**src/rtl/ram_copy_engine.sv**
```systemverilog
`default_nettype none
// ============================================================================
// Module      : ram_copy_engine
// Description : Word-by-word RAM copy / fill engine. Copy alternates a read
//               cycle and a write cycle per word; fill writes one word per
//               cycle. Pointers wrap modulo the RAM size.
// Revision    : 1.0 - initial release
// ============================================================================
module ram_copy_engine #(
    parameter int ADDR_W = 5,
    parameter int DATA_W = 8
) (
    input  logic              clk_i,
    input  logic              rst_i,
    input  logic              start_i,
    input  logic              mode_i,
    input  logic [ADDR_W-1:0] src_i,
    input  logic [ADDR_W-1:0] dst_i,
    input  logic [ADDR_W:0]   len_i,
    input  logic [DATA_W-1:0] fill_i,
    output logic              busy_o,
    output logic              done_o,
    output logic [ADDR_W:0]   count_o,
    output logic [ADDR_W-1:0] mem_addr_o,
    output logic              mem_wen_o,
    output logic [DATA_W-1:0] mem_din_o,
    input  logic [DATA_W-1:0] mem_dout_i
);

    localparam int LEN_W = ADDR_W + 1;

    typedef enum logic [1:0] {
        S_IDLE = 2'd0,
        S_RD   = 2'd1,
        S_WR   = 2'd2,
        S_DONE = 2'd3
    } state_t;

    state_t              state_q, state_d;
    logic [ADDR_W-1:0]   src_q;
    logic [ADDR_W-1:0]   dst_q;
    logic [LEN_W-1:0]    rem_q;
    logic [LEN_W-1:0]    count_q;
    logic                mode_q;
    logic [DATA_W-1:0]   fill_q;
    logic [DATA_W-1:0]   data_q;

    // State register
    always_ff @(posedge clk_i or posedge rst_i) begin
        if (rst_i) begin
            state_q <= S_IDLE;
        end else begin
            state_q <= state_d;
        end
    end

    // Next-state decode; start is only honoured in IDLE
    always_comb begin
        state_d = state_q;
        case (state_q)
            S_IDLE: begin
                if (start_i) begin
                    if (len_i == '0) begin
                        state_d = S_DONE;
                    end else if (mode_i) begin
                        state_d = S_WR;
                    end else begin
                        state_d = S_RD;
                    end
                end
            end
            S_RD:   state_d = S_WR;
            S_WR: begin
                if (rem_q == LEN_W'(1)) begin
                    state_d = S_DONE;
                end else if (mode_q) begin
                    state_d = S_WR;
                end else begin
                    state_d = S_RD;
                end
            end
            S_DONE: state_d = S_IDLE;
            default: state_d = S_IDLE;
        endcase
    end

    // Command latch, read capture and per-word pointer/counter advance
    always_ff @(posedge clk_i or posedge rst_i) begin
        if (rst_i) begin
            src_q   <= '0;
            dst_q   <= '0;
            rem_q   <= '0;
            count_q <= '0;
            mode_q  <= 1'b0;
            fill_q  <= '0;
            data_q  <= '0;
        end else begin
            case (state_q)
                S_IDLE: begin
                    if (start_i) begin
                        src_q   <= src_i;
                        dst_q   <= dst_i;
                        rem_q   <= len_i;
                        mode_q  <= mode_i;
                        fill_q  <= fill_i;
                        count_q <= '0;
                    end
                end
                S_RD: begin
                    data_q <= mem_dout_i;
                end
                S_WR: begin
                    src_q   <= src_q + ADDR_W'(1);
                    dst_q   <= dst_q + ADDR_W'(1);
                    rem_q   <= rem_q - LEN_W'(1);
                    count_q <= count_q + LEN_W'(1);
                end
                default: ;
            endcase
        end
    end

    // Moore output decode; the RAM bus is parked at zero outside RD/WR
    always_comb begin
        busy_o     = (state_q == S_RD) || (state_q == S_WR);
        done_o     = (state_q == S_DONE);
        count_o    = count_q;
        mem_addr_o = '0;
        mem_wen_o  = 1'b0;
        mem_din_o  = '0;
        if (state_q == S_RD) begin
            mem_addr_o = src_q;
        end else if (state_q == S_WR) begin
            mem_addr_o = dst_q;
            mem_wen_o  = 1'b1;
            mem_din_o  = mode_q ? fill_q : data_q;
        end
    end

endmodule
`default_nettype wire

```
**config.mk**
```make
export PLATFORM = sky130hd
export DESIGN_NAME = ram_copy_engine
export DESIGN_NICKNAME = d
export VERILOG_FILES = /design/src/rtl/ram_copy_engine.sv
export SDC_FILE = /design/constraint.sdc
export NUM_CORES = 1
export LEC_CHECK = 0
export CORE_UTILIZATION = 40
export CTS_CLUSTER_DIAMETER = 30
export DETAILED_ROUTE_END_ITERATION = 10
export PLACE_DENSITY = 0.71
export SYNTH_ARGS = -nofsm -noshare
export SYNTH_HDL_FRONTEND = slang
export SYNTH_SLANG_ARGS = --single-unit
```
**constraint.sdc**
```tcl
create_clock -name clk_i -period 3.65 [get_ports clk_i]
set_input_delay 0.73 -clock clk_i [delete_from_list [all_inputs] [get_ports clk_i]]
set_output_delay 0.73 -clock clk_i [all_outputs]
set_load 0.03 [all_outputs]
```
==> qor.csv <==
metric,value,unit
setup_viol,0,
totalWireLength,4960,um
fill_cells,503,
drv_cap,0,
hpwl,3510,um
maxSlewViolCount,0,
synth.distinct_cells,32,
outcome,"finished, final reports clean",
die_y,77.5,um
clk_latency,0.29,ns
relSlewSlack,63.8,%
final_cell_mix,"56 x clkdlybuf4s50_1, 41 x dfrtp_1, 23 x o21ai_0",
layout.nets,333,
yosysWarningCount,0,
critPathMaxFanout,16,
antenna_cells,0,
core_area,0.00551,mm2
period_share,84.2,%
ioPinCount,58,
clock-root-buffer,clkbuf_8,
clock_skew,0.00466,ns
viasPerCell,5.13,
row_count,27,
dr.pass1.iters,4,
fin_crit,3.07,ns
drc,0,
required,2.92,ns
portBuffers,57,
reg2reg_slack,1.57,ns
layout.cells.non_filler,361,
cts.htree.levels,2,
cts_tree,yes,
grt_pass1_wl,8560,um
num_vias,1853,
cp-start-kind,flop,
wire_per_inst,13.7,um
rsz0062_at_grt,false,
synthCells,233,
holdBufCountCts,0,
grt_pass1_vias,1816,
die_area,0.00601,mm2
ys_seq_area_share,45.0,%
vdd_drop_max,0.562,mV
cts_resized,0,
arrival,2.34,ns
antenna_found_initial,0,
cts_sinks,41,
clockBufferDepth,2,
hold_violations,0,
area_growth,30.2,%
cts_buffers,5,
power_leakage,1.25,nW
dp_cells,353,
grt-ovfl-total,0,
grt_max_degree,42,
layout-drive-gt1-share,12.5,%
cp-end-kind,primary output,
yosysTopAreaCell,dfrtp_1,
p_per_area,888,mW/mm2
max_freq,326,MHz
track_usage,18.1,%
critical_path_class,flop to primary output,
syn-num-nets,278,
mostFrequentLayoutCell,clkdlybuf4s50_1,
synth_seq_cells,41,
clkSlewWorstSetupHoldPaths,0.08,ns
gp_congestion,0.776,
syn_area,0.00228,mm2
synth_top_cell_area_share,45.0,%
fin_setup_tns,0,ns
ant_nets,0,
fp.dieW,77.5,um
tightestPinTransition,0.543,ns
initial_core_util,41.4,%
cts_setup_buffers,0,
hp-class,flop to flop,
synth.area.top_cells,"dfrtp_1 45%, mux2_2 8.4%, o21ai_0 5.0%",
dr.first_iter.drc_count,134,
syn_avg_cell_area,9.79,um2
## kinds of logic after synthesis
family          count (synthesis)  share of synthesized area, %
simple gates                   67                          13.5
buf+inv                        23                          5.54
mux                            29                          13.9
xor+xnor                        4                          1.54
fa+ha+maj                       9                          4.94
flops                          41                          45.0
compound gates                 60                          15.6
## through the flow
step	setup slack [ns]	util [%]	hold WS (ns)	power, mW	cell area, um2
finish	0.579	53.9	0.512	2.64	2970
global route	0.435	53.9	0.531	2.86	2970
CTS	0.576	53.9	0.515	2.66	2970
detailed placement	0.881	52.4	0.496	2.36	2880
global placement	0.948	52.4	0.489	2.33	2880
floorplan	0.793	-	0.479	1.94	2280
## critical path, stage by stage (launching register included)
cell and delay (ns):
dfrtp_1 0.42, inv_1 0.11, ha_1 0.31, buf_4 0.26, nand2_1 0.09, o21ai_0 0.17, clkdlybuf4s50_1 0.69
## sequential cells by signal, summed over array words and instances (netlist names)
signal / flops
rem_q: 6
count_o: 6
data_q: 8
dst_q: 5
fill_q: 8
mode_q: 1
state_q: 2
src_q: 5
## synth_stat cells
cell type and count:
and3_1 2, nor3b_1 1, mux2i_1 11, o22a_1 4, o211ai_1 2, buf_6 3, a31oi_1 4, ha_1 9
xor2_1 4, nor3_2 1, o21ai_0 23, mux2_2 17, nor3_1 1, buf_4 2, buf_2 7, nand4_1 2
dfrtp_1 41, clkbuf_1 1, a311oi_2 1, a21oi_1 15, nand2_4 1, o22a_2 1, a32o_1 1, nand3_1 10
clkbuf_2 1, mux2_4 1, nor2_1 21, o22ai_1 9, nor2b_1 1, inv_1 9, nand2b_1 5, nand2_1 22
## cell type report
cell class	instances	area (um2)	share of cell area, %
Clock inverter	3	17.5	0.590
Sequential cell	41	1030	34.5
Multi-Input combinational cell	169	1130	38.0
Tap cell	72	90.1	3.03
Clock buffer	5	68.8	2.32
Inverter	9	33.8	1.14
Timing Repair Buffer	62	606	20.4
## metal layers
| layer | GRT usage [%] | wire length, um |
|---|---|---|
| met1 | 23.9 | 2320 |
| met2 | 28.9 | 2250 |
| met3 | 4.94 | 333 |
| met4 | 5.09 | 55 |
| met5 | 0 | 0 |
## final timing paths
path	depth (start not counted)	to	startpoint
setup / recovery	6	mem_addr_o[3]	state_q[0]
hold / removal	1	data_q[2]	data_q[2]
setup reg to reg	7	dst_q[3]	state_q[0]
hold reg to reg	1	data_q[2]	data_q[2]
max in group asynchronous	3	data_q[3]	rst_i
min in group asynchronous	3	dst_q[3]	rst_i
## power by group
part	switching, mW	internal, mW	leakage (nW)	total (mW)
Clock	0.161	0.132	0.0439	0.293
Sequential	0.200	0.672	0.487	0.872
Combinational	0.804	0.668	0.714	1.47
Power figures use the tool's default switching activity.
